==> src/rtl/tlb_sv32_dm512.sv <==
// Direct-mapped 512-entry Sv32 TLB controller.
// Drives one external single-port 512x56 SRAM macro (registered read, one-cycle latency).
// It serves translate lookups, writes PTW fills, and runs invalidation sweeps.
// A sweep runs after reset and on sfence.vma, because the macro powers up with undefined contents.
// Superpages are stored splintered as 4 KiB entries.
// Entry layout: [55:51] reserved=0, [50] V, [49:41] ASID, [40:30] tag=VPN[19:9], [29:8] PPN, [7:0] flags.
module tlb_sv32_dm512 #(
    parameter int ASID_W     = 9,     // entry layout assumes 9
    parameter bit INIT_FLUSH = 1'b1   // 0 skips the power-on sweep (simulation only)
) (
    input  logic              clk,
    input  logic              resetn,
    input  logic              lookup_valid,
    output logic              lookup_ready,
    input  logic [19:0]       lookup_vpn,
    input  logic [ASID_W-1:0] lookup_asid,
    output logic              resp_valid,
    output logic              resp_hit,
    output logic [21:0]       resp_ppn,
    output logic [7:0]        resp_flags,
    input  logic              fill_valid,
    output logic              fill_ready,
    input  logic [19:0]       fill_vpn,
    input  logic [ASID_W-1:0] fill_asid,
    input  logic [21:0]       fill_ppn,
    input  logic [7:0]        fill_flags,
    input  logic              flush_req,
    output logic              busy,
    output logic              sram_we,
    output logic [8:0]        sram_addr,
    output logic [55:0]       sram_din,
    input  logic [55:0]       sram_dout
);

    typedef enum logic [1:0] {
        ST_SWEEP = 2'd0,
        ST_IDLE  = 2'd1,
        ST_CMP   = 2'd2,
        ST_RESP  = 2'd3
    } state_t;

    state_t              r_state;
    logic [8:0]          r_cnt;
    logic                r_flush_pend;
    logic [10:0]         r_tag;
    logic [ASID_W-1:0]   r_asid;
    logic                r_resp_valid;
    logic                r_resp_hit;
    logic [21:0]         r_resp_ppn;
    logic [7:0]          r_resp_flags;

    logic                w_idle;
    logic                w_fill_ready;
    logic                w_lookup_ready;
    logic                w_fill_fire;
    logic                w_lookup_fire;
    logic                w_hit;
    logic                w_we;
    logic [8:0]          w_addr;
    logic [55:0]         w_din;
    logic                w_unused_rsvd;

    // Read-side views of the stored entry.
    logic                w_e_v;
    logic [ASID_W-1:0]   w_e_asid;
    logic [10:0]         w_e_tag;
    logic [21:0]         w_e_ppn;
    logic [7:0]          w_e_flags;

    assign w_e_v         = sram_dout[50];
    assign w_e_asid      = sram_dout[49:41];
    assign w_e_tag       = sram_dout[40:30];
    assign w_e_ppn       = sram_dout[29:8];
    assign w_e_flags     = sram_dout[7:0];
    assign w_unused_rsvd = &{1'b0, sram_dout[55:51]};

    // Pending or incoming flush blocks everything; a fill in the same cycle blocks lookups.
    assign w_idle         = (r_state == ST_IDLE);
    assign w_fill_ready   = w_idle & ~flush_req & ~r_flush_pend;
    assign w_lookup_ready = w_idle & ~flush_req & ~r_flush_pend & ~fill_valid;
    assign w_fill_fire    = fill_valid & w_fill_ready;
    assign w_lookup_fire  = lookup_valid & w_lookup_ready;

    // Global pages (flags bit 5) match regardless of ASID.
    assign w_hit = w_e_v & (w_e_tag == r_tag) & (w_e_flags[5] | (w_e_asid == r_asid));

    assign lookup_ready = w_lookup_ready;
    assign fill_ready   = w_fill_ready;
    assign busy         = ~w_idle;
    assign resp_valid   = r_resp_valid;
    assign resp_hit     = r_resp_hit;
    assign resp_ppn     = r_resp_ppn;
    assign resp_flags   = r_resp_flags;

    // SRAM port: sweep writes zeros, fill writes the packed entry, otherwise present the lookup row.
    always_comb begin
        w_we   = 1'b0;
        w_addr = 9'd0;
        w_din  = 56'd0;
        case (r_state)
            ST_SWEEP: begin
                w_we   = 1'b1;
                w_addr = r_cnt;
            end
            ST_IDLE: begin
                if (w_fill_fire) begin
                    w_we   = 1'b1;
                    w_addr = fill_vpn[8:0];
                    w_din  = {5'd0, 1'b1, fill_asid, fill_vpn[19:9], fill_ppn, fill_flags};
                end else begin
                    w_addr = lookup_vpn[8:0];
                end
            end
            default: begin
                w_we   = 1'b0;
                w_addr = 9'd0;
            end
        endcase
    end

    // The state register sits in SWEEP while reset is held, so qualify the write strobe with reset.
    assign sram_we   = w_we & resetn;
    assign sram_addr = w_addr;
    assign sram_din  = w_din;

    // Controller state, sweep counter, request capture and registered response.
    always_ff @(posedge clk or negedge resetn) begin
        if (!resetn) begin
            r_state      <= INIT_FLUSH ? ST_SWEEP : ST_IDLE;
            r_cnt        <= 9'd0;
            r_flush_pend <= 1'b0;
            r_tag        <= 11'd0;
            r_asid       <= '0;
            r_resp_valid <= 1'b0;
            r_resp_hit   <= 1'b0;
            r_resp_ppn   <= 22'd0;
            r_resp_flags <= 8'd0;
        end else begin
            case (r_state)
                ST_SWEEP: begin
                    r_resp_valid <= 1'b0;
                    if (flush_req) begin
                        r_cnt <= 9'd0;
                    end else if (r_cnt == 9'd511) begin
                        r_cnt   <= 9'd0;
                        r_state <= ST_IDLE;
                    end else begin
                        r_cnt <= r_cnt + 9'd1;
                    end
                end
                ST_IDLE: begin
                    r_resp_valid <= 1'b0;
                    if (flush_req | r_flush_pend) begin
                        r_state      <= ST_SWEEP;
                        r_cnt        <= 9'd0;
                        r_flush_pend <= 1'b0;
                    end else if (w_lookup_fire) begin
                        r_tag   <= lookup_vpn[19:9];
                        r_asid  <= lookup_asid;
                        r_state <= ST_CMP;
                    end
                end
                ST_CMP: begin
                    r_resp_valid <= 1'b1;
                    r_resp_hit   <= w_hit;
                    r_resp_ppn   <= w_hit ? w_e_ppn : 22'd0;
                    r_resp_flags <= w_hit ? w_e_flags : 8'd0;
                    r_state      <= ST_RESP;
                    if (flush_req) begin
                        r_flush_pend <= 1'b1;
                    end
                end
                default: begin
                    r_resp_valid <= 1'b0;
                    r_state      <= ST_IDLE;
                    if (flush_req) begin
                        r_flush_pend <= 1'b1;
                    end
                end
            endcase
        end
    end

endmodule

==> config.mk <==
export PLATFORM = sky130hd
export DESIGN_NAME = tlb_sv32_dm512
export DESIGN_NICKNAME = d
export VERILOG_FILES = /design/src/rtl/tlb_sv32_dm512.sv
export SDC_FILE = /design/constraint.sdc
export NUM_CORES = 1
export LEC_CHECK = 0
export ABC_AREA = 1
export BUFFER_PORTS_ARGS = -buffer_cell sky130_fd_sc_hd__buf_2
export CAP_MARGIN = 30
export CORE_AREA = 3 3 97 99
export DETAILED_ROUTE_END_ITERATION = 10
export DIE_AREA = 0 0 100 102
export GPL_ROUTABILITY_DRIVEN = 0
export GPL_TIMING_DRIVEN = 0
export PLACE_DENSITY = 0.77
export SYNTH_ARGS = -nofsm -noshare
export SYNTH_HDL_FRONTEND = slang
export SYNTH_SLANG_ARGS = --single-unit
==> constraint.sdc <==
create_clock -name clk -period 4.8 [get_ports clk]
set_input_delay 0.96 -clock clk [delete_from_list [all_inputs] [get_ports clk]]
set_output_delay 0.96 -clock clk [all_outputs]
set_load 0.03 [all_outputs]
### After elaboration in Yosys (flattened, before gate mapping)

Cells that the tools add are included.

* register bits: 64
* latch bits: 0
* bits in writable memories: 0
* memory bits (read-only): 0
* bits of input ports: 149
* output and inout bits: 101
* logic and storage cells: 63
* memories kept: 0

* add/subtract/negate cells: 1
* multiply operators: 0
* divide/modulo/power cells: 0
* magnitude comparators: 0
* equal/unequal tests: 9
* shift operators: 0
* muxes and demuxes: 21
* bitwise operators: 16
* reduce and logical (&&, ||, !) cells: 7

Operators with widths (count)
* $mux W56: 1
* $mux W51: 1
* $mux W9: 4
* $pmux W9 S2: 2
* $mux W22: 1
* $eq A11 B11 Y1: 1
* $add A9 B1 Y9 const B: 1
* $eq A9 B9 Y1: 1
* $eq A9 B9 Y1 const B: 1
* $reduce_and A3 Y1: 3
* $and A1 B1 Y1: 8
* $mux W2: 4
* $mux W8: 1
* $not A1 Y1: 6
* $pmux W2 S3: 1
* $mux W1: 4
* $ne A2 B2 Y1 const B: 2
* $pmux W1 S2: 2
* $reduce_bool A2 Y1: 2
* $ne A3 B1 Y1 const B: 1
* $eq A2 B1 Y1 const B: 1
* $eq A2 B2 Y1 const B: 1
* $logic_not A2 Y1: 1
* $ne A2 B1 Y1 const B: 1
* 2 further kinds: 3

### Longest topological paths before layout

Gate-level depths: netlist of the first run.

* depth after elaboration: 8
* gate-level depth with buffers: 11
* mapped depth without buffers: 10

### Worst setup path after synthesis of the first run

No wires, ideal clock.

* path type: input port to output port
* start: in flush_req
* end: out sram_addr[0]
* arrival: 2.158 ns
* data required time: 3.840 ns
* setup slack: 1.682 ns
* stages: 6
* path buffers: 1
* path through: nor2_2 > nand2_4 > nor2_2 > buf_2 > o21ai_0 > o22ai_1

* word-level cells in the longest chain between the ends: 6

RTL lines
* from (decl): line 27 `input logic flush_req,`
* $not A1 Y1: line 79 `assign w_fill_ready = w_idle & ~flush_req & ~r_flush_pend;`
* $and A1 B1 Y1 (2 in series): line 79
* $and A1 B1 Y1: line 81 `assign w_fill_fire = fill_valid & w_fill_ready;`
* $mux W9: line 106 `if (w_fill_fire) begin`
* $pmux W9 S2: line 100 `case (r_state)`
* to (decl): line 30 `output logic [8:0] sram_addr,`

No other way between the ends.

### Worst setup path after layout of the first run

* start: in flush_req
* end: out sram_din[41]

* word-level cells in the longest chain between the ends: 6

RTL lines
* $not A1 Y1: line 79
* $and A1 B1 Y1 (2 in series): line 79
* $and A1 B1 Y1: line 81
* $mux W51: line 106
* $mux W56: line 100
* to (decl): line 31 `output logic [55:0] sram_din,`

No other way between the ends.

==> results of run 1 <==
-- worst register-to-register path, cell delays in order (launching register included) --
cell	delay [ns]
sky130_fd_sc_hd__dfrtp_1	0.40
sky130_fd_sc_hd__ha_1	0.22
sky130_fd_sc_hd__nand2_1	0.09
sky130_fd_sc_hd__nor4_1	0.07
sky130_fd_sc_hd__ha_1	0.19
sky130_fd_sc_hd__nor3_1	0.36
sky130_fd_sc_hd__nor2_1	0.17
sky130_fd_sc_hd__inv_1	0.10
sky130_fd_sc_hd__o21ai_0	0.08
sky130_fd_sc_hd__a21oi_1	0.11
-- sequential cells by signal, summed over array words and instances (netlist names) --
register      flops
r_asid            9
r_cnt             9
r_flush_pend      1
r_state           2
r_tag            11
resp_flags        8
resp_hit          1
resp_ppn         22
resp_valid        1
-- per-stage QoR --
stage	instances	setup WS, ns	hold slack [ns]	util [%]
2_1_floorplan	515	1.682	0.4751	-
5_1_grt	878	1.394	0.4978	60.97
3_5_place_dp	862	1.522	0.4627	58.43
4_1_cts	878	1.517	0.4827	60.97
3_3_place_gp	862	1.313	0.4570	58.40
6_report	878	1.502	0.4773	60.97
-- placed cells by master (no fill, tap or decap), drive strengths merged --
cell | netlist | final
nor2 | 82 | 82
bufinv | 0 | 2
mux2 | 10 | 10
clkinvlp | 0 | 1
nand3b | 1 | 1
nand3 | 35 | 35
ha | 5 | 5
clkbuf | 9 | 18
o21ai | 23 | 23
o22ai | 9 | 9
nor3 | 4 | 4
o21a | 1 | 1
conb | 1 | 5
a21oi | 14 | 14
clkinv | 1 | 4
nor4 | 1 | 1
inv | 102 | 103
xnor2 | 7 | 7
or2 | 1 | 1
nand4 | 2 | 2
nand2 | 120 | 120
a21o | 1 | 1
dfrtp | 64 | 64
xor2 | 2 | 2
buf | 16 | 255
-- cells in the mapped netlist --
| master | number | area share, % |
|---|---|---|
| sky130_fd_sc_hd__or2_0 | 1 | 0.17 |
| sky130_fd_sc_hd__nor2_1 | 78 | 7.9 |
| sky130_fd_sc_hd__dfrtp_1 | 64 | 43 |
| sky130_fd_sc_hd__nand3_1 | 35 | 4.7 |
| sky130_fd_sc_hd__nor3_1 | 4 | 0.54 |
| sky130_fd_sc_hd__nand3b_1 | 1 | 0.20 |
| sky130_fd_sc_hd__nand4_1 | 2 | 0.34 |
| sky130_fd_sc_hd__inv_1 | 100 | 10 |
| sky130_fd_sc_hd__nor2_4 | 1 | 0.30 |
| sky130_fd_sc_hd__xor2_1 | 2 | 0.47 |
| sky130_fd_sc_hd__inv_2 | 2 | 0.20 |
| sky130_fd_sc_hd__ha_1 | 5 | 1.7 |
| sky130_fd_sc_hd__o21a_1 | 1 | 0.20 |
| sky130_fd_sc_hd__xnor2_1 | 7 | 1.7 |
| sky130_fd_sc_hd__a21oi_1 | 12 | 1.6 |
| sky130_fd_sc_hd__nor4_1 | 1 | 0.17 |
| sky130_fd_sc_hd__nand2_1 | 118 | 12 |
| sky130_fd_sc_hd__buf_6 | 2 | 0.61 |
| sky130_fd_sc_hd__nor2_2 | 3 | 0.51 |
| sky130_fd_sc_hd__a21oi_2 | 2 | 0.47 |
| sky130_fd_sc_hd__mux2_4 | 9 | 3.7 |
| sky130_fd_sc_hd__o22ai_1 | 9 | 1.5 |
| sky130_fd_sc_hd__nand2_2 | 1 | 0.17 |
| sky130_fd_sc_hd__conb_1 | 1 | 0.10 |
| sky130_fd_sc_hd__nand2_4 | 1 | 0.30 |
| sky130_fd_sc_hd__clkbuf_1 | 9 | 0.91 |
| sky130_fd_sc_hd__o21ai_0 | 22 | 3.0 |
| sky130_fd_sc_hd__o21ai_2 | 1 | 0.24 |
| sky130_fd_sc_hd__a21o_1 | 1 | 0.20 |
| sky130_fd_sc_hd__mux2_2 | 1 | 0.30 |
| sky130_fd_sc_hd__buf_4 | 5 | 1.0 |
| sky130_fd_sc_hd__clkinv_1 | 1 | 0.10 |
| sky130_fd_sc_hd__buf_2 | 9 | 1.2 |
-- how the worst min path moves through the flow --
stage / to / slack (ns) / depth (start not counted)
floorplan: r_cnt[3]$_DFFE_PN0P_ / 0.48 / 1
finish: resp_flags[1]$_DFFE_PN0P_ / 0.48 / 2
global route: resp_ppn[16]$_DFFE_PN0P_ / 0.50 / 2
detailed placement: resp_ppn[4]$_DFFE_PN0P_ / 0.46 / 2
global placement: resp_ppn[14]$_DFFE_PN0P_ / 0.46 / 2
CTS: resp_ppn[4]$_DFFE_PN0P_ / 0.48 / 2
-- cells by family after synthesis --
logic type,Yosys count,synth area share [%]
adder cells (fa/ha/maj),5,1.692
flip-flops,64,43.32
multiplexers,10,3.959
buffers and inverters,128,14.21
AO/OA/AOI/OAI,48,7.242
XOR/XNOR,9,2.132
AND/OR/NAND/NOR,246,27.34
other,1,0.1014
-- power by group through the flow --
stage	Sequential [mW]	Combinational [mW]	Clock [mW]
floorplan	0.553	0.0455	0
global placement	0.553	0.121	0
detailed placement	0.553	0.125	0
CTS	0.543	0.125	0.529
global route	0.543	0.141	0.552
finish	0.543	0.124	0.514
-- cell type report --
type | count | area (um2) | share of cell area (%)
well taps | 108 | 135.1 | 2.567
repair buffers | 239 | 1199 | 22.77
clock inverters | 7 | 95.09 | 1.806
plain buffers | 25 | 138.9 | 2.638
multi-input cells | 323 | 1585 | 30.11
flip-flops and latches | 64 | 1602 | 30.42
clock buffers | 9 | 123.9 | 2.353
inverters | 103 | 386.6 | 7.343
-- metal layers --
metal  GRT usage, %  vias up  wire length (um)
met1          25.00     1779              4318
met3          5.461       19               752
met5              0        -                 0
li1               -     2036                 -
met2          37.97      156              5704
met4          5.907        0               218
==> metrics.md, run 1 <==
| Metric | Value |
|---|---|
| Portion of total power attributed to sequential cells | a little under half |
| Worst ir drop on vdd | 0.1857 mV |
| Clock tree skew after final layout | approximately 0.012 ns |
| Routed wire length | approximately 11 mm |
| TritonCTS Buffers | 9 |
| Min Tclk post-route | around 3.3 ns |
| Worst R2R Setup Slack | slightly below 3 ns |
| Net switching power figure | between 0.2 and 0.3 mW |
| Count of standard-cell rows | 34 |
| Chip height | just over 100 um |
| Worst flop-to-flop path endpoint | r_cnt[3]$_DFFE_PN0P_ |
| Half-perimeter wire length after detailed placement | 8.839 mm |
| CTS clk-pin slew, worst paths | around 0.070 ns |
| Clock Latency Late Sink | about 0.34 ns |
| Period utilisation layout | between 60% and 70% |
| Yosys warning count | 0 |
| Wire length of the first global-routing pass | about 17 mm |
| Max-cap violations | 0 |
| Antenna-violating nets left | 0 |
| CP Max Fanout | 10 |
| Area of the placeable core | roughly 0.0086 mm2 |
| Pins over their slew limit | 0 |
| Critical Path, Cell by Cell | buf_2 > nor2_2 > nand2_4 > nor2_2 > inv_2 > buf_2 > buf_2 > nor2_1 > buf_2 |
| Relative area change from synthesis to final layout | 42.40% |
| Area of the die | roughly 0.010 mm2 |
| Critical path launch point type | input pin |
| Post-CTS Repair Setup Buffers | 0 |
| Count of cells along the worst register-to-register path | 9 |
| Largest net degree at the start of global routing | 66 |
| Iter 0 DRT Violations | 145 |
| Final instance area | approximately 0.0053 mm2 |
| Status | complete, no violations |
| Synth unique cells | 33 |
| DR vias | 3990 |
| Net switching fraction of the power | roughly a quarter |
| FILL cells | just over 800 |
| Critical path data required time | 3.84 ns |
| Count of pins on the block boundary | 250 |
| Post-CTS resize count | 0 |
| Proportion of synthesized chip area in sequential cells | 43.32% |
| Clock network fraction of design power | 43.5% |
| Signal arrival time at the worst endpoint | between 2 and 2.5 ns |
| Sum of overflow across all layers after global routing | 0 |
| Initial Utilization | approximately 43% |
| Kind of cell adding the most delay to the critical path | buffers and inverters |
| Transition time of the tightest slew-check pin | 0.8218 ns |
| Share of final-layout standard cells stronger than drive strength 1 | approximately 38% |
| Count of buffers from port buffering | between 200 and 250 |
| Overall routing resource usage | a little over a fifth |
| Fmax achieved | approximately 300 MHz |
| Flip-flop and latch count after synthesis | 64 |
| Number of buffer and inverter stages on the critical path | 5 |
| Setup Viol. Count Final | 0 |
| Drt drc | 0 |
| Syn Std Cell Area | 0.003697 mm2 |
| Mean post-synth cell area | roughly 7.2 um2 |
| Worst setup path category | input pin to output pin |
| Via count of the first global-routing pass | between 3000 and 4000 |
| Hold-fix buffers at CTS | 0 |
| Initial antenna violation count | 0 |
| Number of endpoints with negative hold slack in the final report | 0 |
| Most repeated library cell on the critical path | sky130_fd_sc_hd__buf_2 |
| Worst stage delay on the critical path | ~0.23 ns |
| Leakage dissipation | about 3.2 nW |
| Critical Path Source | flush_req |
| DP Area | approximately 0.0050 mm2 |
| Class of the tightest hold or removal check | register to register |
| TritonCTS clock tree | built |
| Timing endpoint of the critical path | sram_din[41] |
| Fraction of power consumed by combinational cells | between 10% and 20% |
| Worst setup EP type | output pin |
| Setup repair after global routing missed its margin | no |
| Ant. Diodes | 0 |
| Maximum buffer depth of the clock tree | 2 |
| Beginning of the worst register-to-register path | r_cnt[0]$_DFFE_PN0P_ |
| DRT Pass-1 Iters | 4 |
| Post-detailed-route wirelength per cell | around 13 um |
| X dimension of the die | ~100 um |
| Total internal power | roughly 0.89 mW |
| Critical path's slowest cell | sky130_fd_sc_hd__buf_2 |
| Post-layout total power | ~1.2 mW |
| Clock Root Buffer | sky130_fd_sc_hd__clkbuf_8 |
| Net count, final | ~920 |
| Setup_tns | 0 ns |
| WP depth | 9 |
| Power per cell area | approximately 220 mW/mm2 |
| Hold path start | resp_flags[1]$_DFFE_PN0P_ |
| H-tree depth reported by CTS | 3 |
| Normalized max-slew margin | 45.22% |
| Clock Sink Count | 64 |
| Vias per inst | ~4.5 |
| Post-synthesis cell count | between 500 and 600 |
Power figures use the tool's default switching activity.
==> run 2, diff against run 1 <==
--- a/config.mk
+++ b/config.mk
@@ -5,12 +5,12 @@
 export SDC_FILE = /design/constraint.sdc
 export NUM_CORES = 1
 export LEC_CHECK = 0
-export ABC_AREA = 1
+export ABC_AREA = 0
 export BUFFER_PORTS_ARGS = -buffer_cell sky130_fd_sc_hd__buf_2
 export CAP_MARGIN = 30
-export CORE_AREA = 3 3 97 99
+export CORE_MARGIN = 3
+export CORE_UTILIZATION = 42
 export DETAILED_ROUTE_END_ITERATION = 10
-export DIE_AREA = 0 0 100 102
 export GPL_ROUTABILITY_DRIVEN = 0
 export GPL_TIMING_DRIVEN = 0
 export PLACE_DENSITY = 0.77
==> constraint.sdc (replaced) <==
create_clock -name clk -period 3.4 [get_ports clk]
set_input_delay 0.68 -clock clk [delete_from_list [all_inputs] [get_ports clk]]
set_output_delay 0.68 -clock clk [all_outputs]
set_load 0.03 [all_outputs]
==> run 2 against run 1 <==
Final cell count is 15% lower. Clock skew is 0.0045 ns lower. Synthesized area is 2.2% lower. Register-to-register slack worse by 2.0 ns. Total power grew to 3.3 times the previous value. Wire length is 2.2% higher. Setup slack worse by 1.3 ns. Synthesized cell count is 26% lower. Largest power group is now combinational cells.
==> metrics.md, run 2 <==
| Metric | Value |
|---|---|
| Setup Viol. Count Final | 0 |
| CTS clk-pin slew, worst paths | around 0.07 ns |
| Signal arrival time at the worst endpoint | around 2.5 ns |
| Vias per inst | 4.922 |
| Flip-flop count of the largest register after layout | 22 |
| Flip-flop cell with the highest count after synthesis | sky130_fd_sc_hd__dfrtp_1 |
| Setup repair after global routing missed its margin | no |
| Flip-flop and latch count after synthesis | 64 |
| CP Max Fanout | 10 |
| Proportion of register bits with asynchronous set or reset after synthesis | 100.0% |
| Status | complete, no violations |
| Clock tree skew after final layout | 0.007122 ns |
| Worst ir drop on vdd | 0.4199 mV |
| Post-layout total power | 3.920 mW |
| Wire length of the first global-routing pass | roughly 18 mm |
| Sum of overflow across all layers after global routing | 0 |
| Initial Utilization | ~44% |
| Proportion of synthesized chip area in sequential cells | around 44% |
| Via count of the first global-routing pass | between 3000 and 4000 |
| Highest-count cells in the layout ignoring fill and taps | sky130_fd_sc_hd__buf_2, sky130_fd_sc_hd__inv_1, sky130_fd_sc_hd__dfrtp_1 |
| Period utilisation layout | 92.97% |
| Fmax achieved | 316.3 MHz |
| Post-CTS Repair Setup Buffers | 0 |
| Min Tclk post-route | between 3 and 4 ns |
| Max-cap violations | 0 |
| Worst setup EP type | output pin |
| Count of standard-cell rows | 33 |
| Library cell occupying the most area in the post-synthesis netlist | sky130_fd_sc_hd__dfrtp_1 |
| Hold-fix buffers at CTS | 0 |
| Net switching fraction of the power | 45.10% |
| Cell types occupying the most area after synthesis | sky130_fd_sc_hd__dfrtp_1, sky130_fd_sc_hd__and3_1, sky130_fd_sc_hd__o32ai_1 |
| Post-placement cell count | a little over 700 |
| Drt drc | 0 |
| Pins over their slew limit | 0 |
| Fraction of power consumed by combinational cells | 50.2% |
| Setup_tns | 0 ns |
| X dimension of the die | around 99 um |
| TritonCTS clock tree | built |
| Antenna-violating nets left | 0 |
| Syn Std Cell Area | ~0.0036 mm2 |
| Critical path data required time | approximately 2.7 ns |
| Beginning of the worst register-to-register path | r_cnt[0]$_DFFE_PN0P_ |
| Number of endpoints with negative hold slack in the final report | 0 |
| Largest net degree at the start of global routing | 66 |
| Net count, final | between 700 and 800 |
| Worst R2R Setup Slack | between 0.9 and 1 ns |
| Mean post-synth cell area | 9.544 um2 |
| DR vias | between 3000 and 4000 |
| Area of the placeable core | around 0.0083 mm2 |
| Cell Count, Final, Fillers Out | 743 |
| Most common cell after layout, fill and taps aside | sky130_fd_sc_hd__buf_2 |
| Cell types with the highest counts after synthesis | sky130_fd_sc_hd__inv_1, sky130_fd_sc_hd__dfrtp_1, sky130_fd_sc_hd__and3_1, sky130_fd_sc_hd__o32ai_1, sky130_fd_sc_hd__clkbuf_1 |
| Worst setup path category | register to output pin |
| Total internal power | between 2 and 2.5 mW |
| Class of the tightest hold or removal check | input pin to asynchronous set/reset pin |
| Clock Latency Late Sink | between 0.3 and 0.4 ns |
| H-tree depth reported by CTS | 3 |
| Synth unique cells | between 40 and 50 |
| Worst setup margin | between 0.2 and 0.25 ns |
| Clock Root Buffer | sky130_fd_sc_hd__clkbuf_8 |
| Normalized max-slew margin | around 45% |
| Relative area change from synthesis to final layout | 42.96% |
| Maximum buffer depth of the clock tree | 2 |
| Initial antenna violation count | 0 |
| Worst stage delay on the critical path | ~0.42 ns |
| Critical Path, Cell by Cell | inv_1 > ha_2 > or3b_1 > inv_2 > and2_4 > buf_8 > mux2i_1 > o21ai_1 > buf_2 |
| Post-detailed-route wirelength per cell | between 15 and 20 um |
| Power per cell area | ~760 mW/mm2 |
| Clock Sink Count | 64 |
| TritonCTS Buffers | 9 |
| Transition time of the tightest slew-check pin | between 0.8 and 0.9 ns |
| Count of buffers from port buffering | around 240 |
| Leakage dissipation | 3.077 nW |
| Yosys warning count | 0 |
| Worst flop-to-flop path endpoint | r_cnt[7]$_DFFE_PN0P_ |
| Post-synthesis cell count | 379 |
| Post-synth EDFFs | 0 |
| Worst-case hold slack | 0.4396 ns |
| Proportion of netlist area held by the largest area contributor | between 40% and 50% |
| Post-CTS resize count | 0 |
| Clock network fraction of design power | roughly 17% |
| Critical path's slowest cell | sky130_fd_sc_hd__dfrtp_1 |
| Half-perimeter wire length after detailed placement | roughly 9.1 mm |
| Portion of total power attributed to sequential cells | 33.0% |
| Place WS | a little under 0.5 ns |
| Chip height | approximately 100 um |
| Ant. Diodes | 0 |
| Count of cells along the worst register-to-register path | 10 |
| DRT Pass-1 Iters | 4 |
| Count of pins on the block boundary | 250 |
| Iter 0 DRT Violations | about 150 |
| Share of final-layout standard cells stronger than drive strength 1 | a little under half |
| Most frequent cell after synthesis | sky130_fd_sc_hd__inv_1 |
| Net switching power figure | 1.768 mW |
| Routed wire length | around 11 mm |
| Critical path launch point type | register |
| Area of the die | between 0.009 and 0.01 mm2 |
| Overall routing resource usage | roughly 22% |
==> run 2: metal layers <==
metal	up-vias	part of all wire (%)	track usage [%]
li1	1795	-	-
met4	0	1.4	6.723
met3	15	6.9	6.299
met2	134	50	36.31
met5	-	0	0
met1	1713	42	29.13
==> run 2: per-stage QoR <==
| stage | area (um2) | util [%] |
|---|---|---|
| 2_1_floorplan | 3632 | - |
| 3_3_place_gp | 4960 | 59.76 |
| 3_5_place_dp | 4962 | 59.79 |
| 4_1_cts | 5169 | 62.28 |
| 5_1_grt | 5171 | 62.31 |
| 6_report | 5171 | 62.31 |
==> run 2: how the worst max path moves through the flow <==
stage                     cells past startpoint                   start           end  slack, ns
after floorplan                               7  r_state[1]$_DFFE_PN0P_  sram_addr[2]       0.60
after global placement                        3                  resetn       sram_we       0.47
after detailed placement                      8               flush_req  sram_addr[5]       0.49
after CTS                                     9  r_state[1]$_DFFE_PN0P_  sram_addr[5]       0.13
after global routing                          9  r_state[1]$_DFFE_PN0P_  sram_addr[1]       0.07
final                                         9  r_state[1]$_DFFE_PN0P_  sram_addr[7]       0.24
==> run 2: cell families after synthesis <==
kind of cell / count (synthesis) / share of synthesized area, %
muxes: 31 / 9.270
other: 1 / 0.1037
DFF: 64 / 44.28
and+or+nand+nor: 93 / 14.70
xor gates and xnor gates: 20 / 4.843
AOI/OAI and AO/OA: 65 / 13.56
buffers and inverters: 100 / 11.52
adders and majority gates: 5 / 1.730
==> run 2: power groups by stage <==
stage	combinational, mW	clock, mW	sequential [mW]
final	1.97	0.659	1.29
after global routing	2.13	0.724	1.34
after CTS	1.98	0.684	1.30
after detailed placement	1.97	0	1.31
after global placement	1.92	0	1.29
after floorplan	0.998	0	1.65
==> run 2: worst max-delay path: cells and delay by family (launching register included) <==
kind            cells  cell delay [ns]
mux                 1             0.23
buf+inv             4             0.58
compound gates      1             0.07
flops               1             0.42
simple gates        2             0.60
fa+ha+maj           1             0.25
==> run 2: final cells by class <==
class                      instances  area (um2)
sequential                        64        1602
timing repair buffer             239        1199
clock buffer                      10       137.6
multi-input combinational        219        1617
clock inverter                     6       68.82
buffer                            33       165.2
inverter                          67       251.5
tap                              105       131.4
fill                             746        3128
==> run 3, diff against run 2 <==
==> constraint.sdc (replaced) <==
create_clock -name clk -period 3.4 [get_ports clk]
set_input_delay 0.17 -clock clk [delete_from_list [all_inputs] [get_ports clk]]
set_output_delay 0.17 -clock clk [all_outputs]
set_load 0.03 [all_outputs]
==> run 3 against run 2 <==
First-iteration DRC count rose by 4.1%. Wire length barely moved. Hold slack got worse by 0.37 ns. Highest routed layer unchanged. Maximum frequency rose by 17%. Global-route usage rose by 0.075 points.
==> metrics.md, run 3 (synthesis gave the netlist of run 2 again) <==
| Metric | Value |
|---|---|
| Clock Root Buffer | sky130_fd_sc_hd__clkbuf_8 |
| Worst stage delay on the critical path | around 0.43 ns |
| Sum of overflow across all layers after global routing | 0 |
| Vias per inst | 4.935 |
| Setup Viol. Count Final | 0 |
| Fmax achieved | approximately 370 MHz |
| CP Max Fanout | 10 |
| X dimension of the die | 98.81 um |
| Post-CTS Repair Setup Buffers | 0 |
| Critical path's slowest cell | sky130_fd_sc_hd__or3b_1 |
| Initial antenna violation count | 0 |
| Post-layout util | around 62% |
| Count of buffers from port buffering | about 240 |
| Relative area change from synthesis to final layout | 43.17% |
| Period utilisation layout | approximately four fifths |
| Antenna-violating nets left | 0 |
| Chip height | a little under 100 um |
| CTS clk-pin slew, worst paths | around 0.07 ns |
| Leakage dissipation | about 3 nW |
| Max-cap violations | 0 |
| Count of pins on the block boundary | 250 |
| Count of standard-cell rows | 33 |
| Setup repair after global routing missed its margin | no |
| Number of buffer and inverter stages on the critical path | 4 |
| Clock tree skew after final layout | 0.007214 ns |
| Share of final-layout standard cells stronger than drive strength 1 | between 40% and 50% |
| Maximum buffer depth of the clock tree | 2 |
| Worst ir drop on vdd | between 0.4 and 0.5 mV |
| Setup_tns | 0 ns |
| Half-perimeter wire length after detailed placement | between 9 and 10 mm |
| Clock Latency Late Sink | between 0.3 and 0.4 ns |
| Clock Sink Count | 64 |
| DP Area | between 0.004 and 0.005 mm2 |
| Status | complete, no violations |
| Hold-fix buffers at CTS | 1 |
| Critical Path, Cell by Cell | inv_1 > ha_1 > or3b_1 > inv_2 > and2_4 > buf_8 > mux2i_1 > o21ai_1 > buf_2 |
| Flip-flop count of the largest register after layout | 22 |
| Area of the placeable core | ~0.0083 mm2 |
| Transition time of the tightest slew-check pin | around 0.83 ns |
| Via count of the first global-routing pass | between 3000 and 4000 |
| Initial Utilization | between 40% and 50% |
| Final instance area | 0.005179 mm2 |
| Worst setup path category | register to output pin |
| Drt drc | 0 |
| TritonCTS clock tree | built |
| Post-detailed-route wirelength per cell | 15.10 um |
| Area of the die | ~0.01 mm2 |
| Min Tclk post-route | 2.712 ns |
| Pins over their slew limit | 0 |
| Highest-count cells in the layout ignoring fill and taps | sky130_fd_sc_hd__buf_2, sky130_fd_sc_hd__inv_1, sky130_fd_sc_hd__dfrtp_1 |
| Largest net degree at the start of global routing | between 60 and 70 |
| Class of the tightest hold or removal check | input pin to register |
| Most common cell after layout, fill and taps aside | sky130_fd_sc_hd__buf_2 |
| Worst R2R Setup Slack | about 0.90 ns |
| Place WS | 0.9179 ns |
| TritonCTS Buffers | 9 |
| Routed wire length | 11.23 mm |
| Power per cell area | between 700 and 800 mW/mm2 |
| Worst setup margin | between 0.6 and 0.7 ns |
| Overall routing resource usage | between 20 and 25% |
| DRT Pass-1 Iters | 4 |
| Worst setup EP type | output pin |
| Critical path data required time | about 3.2 ns |
| H-tree depth reported by CTS | 3 |
| Normalized max-slew margin | about 45% |
| Signal arrival time at the worst endpoint | 2.54 ns |
| Post-CTS resize count | 0 |
| Number of endpoints with negative hold slack in the final report | 0 |
| Critical path launch point type | register |
| Kind of cell adding the most delay to the critical path | simple AND/OR/NAND/NOR gates |
| Net count, final | between 700 and 800 |
| Wire length of the first global-routing pass | between 15 and 20 mm |
| Ant. Diodes | 0 |
| DR vias | 3672 |
| Iter 0 DRT Violations | 153 |
[run 3: changes by cell type in the layout (fill, tap and decap cells not counted)]
cell                            before  now
sky130_fd_sc_hd__ha_1                4    5
sky130_fd_sc_hd__ha_2                1    0
sky130_fd_sc_hd__dlygate4sd3_1       0    1
[run 3: worst paths after layout]
path                                                end                    from  cells after the start
worst min-delay path               r_tag[3]$_DFFE_PN0P_          lookup_vpn[12]                      2
worst max register to register     r_cnt[7]$_DFFE_PN0P_    r_cnt[0]$_DFFE_PN0P_                     10
max in group asynchronous       resp_ppn[4]$_DFFE_PN0P_                  resetn                      2
min in group asynchronous         r_asid[2]$_DFFE_PN0P_                  resetn                      2
worst min register to register     r_cnt[8]$_DFFE_PN0P_    r_cnt[8]$_DFFE_PN0P_                      2
worst max-delay path                       sram_addr[7]  r_state[1]$_DFFE_PN0P_                      9
[run 3: metrics by stage]
step                      total power [mW]  std cells  hold WS (ns)
after floorplan                      2.653        383       -0.1256
after global placement               3.211        727        0.4023
after detailed placement             3.284        727        0.3233
after CTS                            3.959        744       0.04857
after global routing                 4.186        744       0.05235
final                                3.922        744       0.06471
[run 3: final cells by class]
class                   instances  area [um2]
inverters                      67       251.5
well taps                     105       131.4
clock inverters                 6       68.82
plain buffers                  33       165.2
clock buffers                  10       137.6
fillers                       747        3120
flip-flops and latches         64        1602
multi-input cells             219        1614
repair buffers                240        1209
[run 3: report_power, final]
part	total [mW]	switching [mW]	leakage, nW	internal (mW)
clock network	0.661	0.300	0.102	0.361
logic	1.97	1.27	2.19	0.698
registers	1.30	0.203	0.792	1.09
total	3.92	1.77	3.08	2.15
[run 3: worst register-to-register path, cell delays in order (launching register included)]
cell	delay [ns]
sky130_fd_sc_hd__dfrtp_1	0.44
sky130_fd_sc_hd__ha_1	0.25
sky130_fd_sc_hd__and3_1	0.23
sky130_fd_sc_hd__nand3_1	0.11
sky130_fd_sc_hd__nor2_1	0.07
sky130_fd_sc_hd__ha_1	0.19
sky130_fd_sc_hd__or3_1	0.29
sky130_fd_sc_hd__buf_2	0.17
sky130_fd_sc_hd__or2_1	0.22
sky130_fd_sc_hd__buf_6	0.14
sky130_fd_sc_hd__o41ai_4	0.30
[run 3: layer usage]
| metal | global-route usage [%] | share of wire, % | wire (um) |
|---|---|---|---|
| met1 | 29.31 | 42 | 4724 |
| met2 | 36.36 | 49 | 5504 |
| met3 | 6.299 | 7.4 | 826 |
| met4 | 6.723 | 1.6 | 177 |
| met5 | 0 | 0 | 0 |
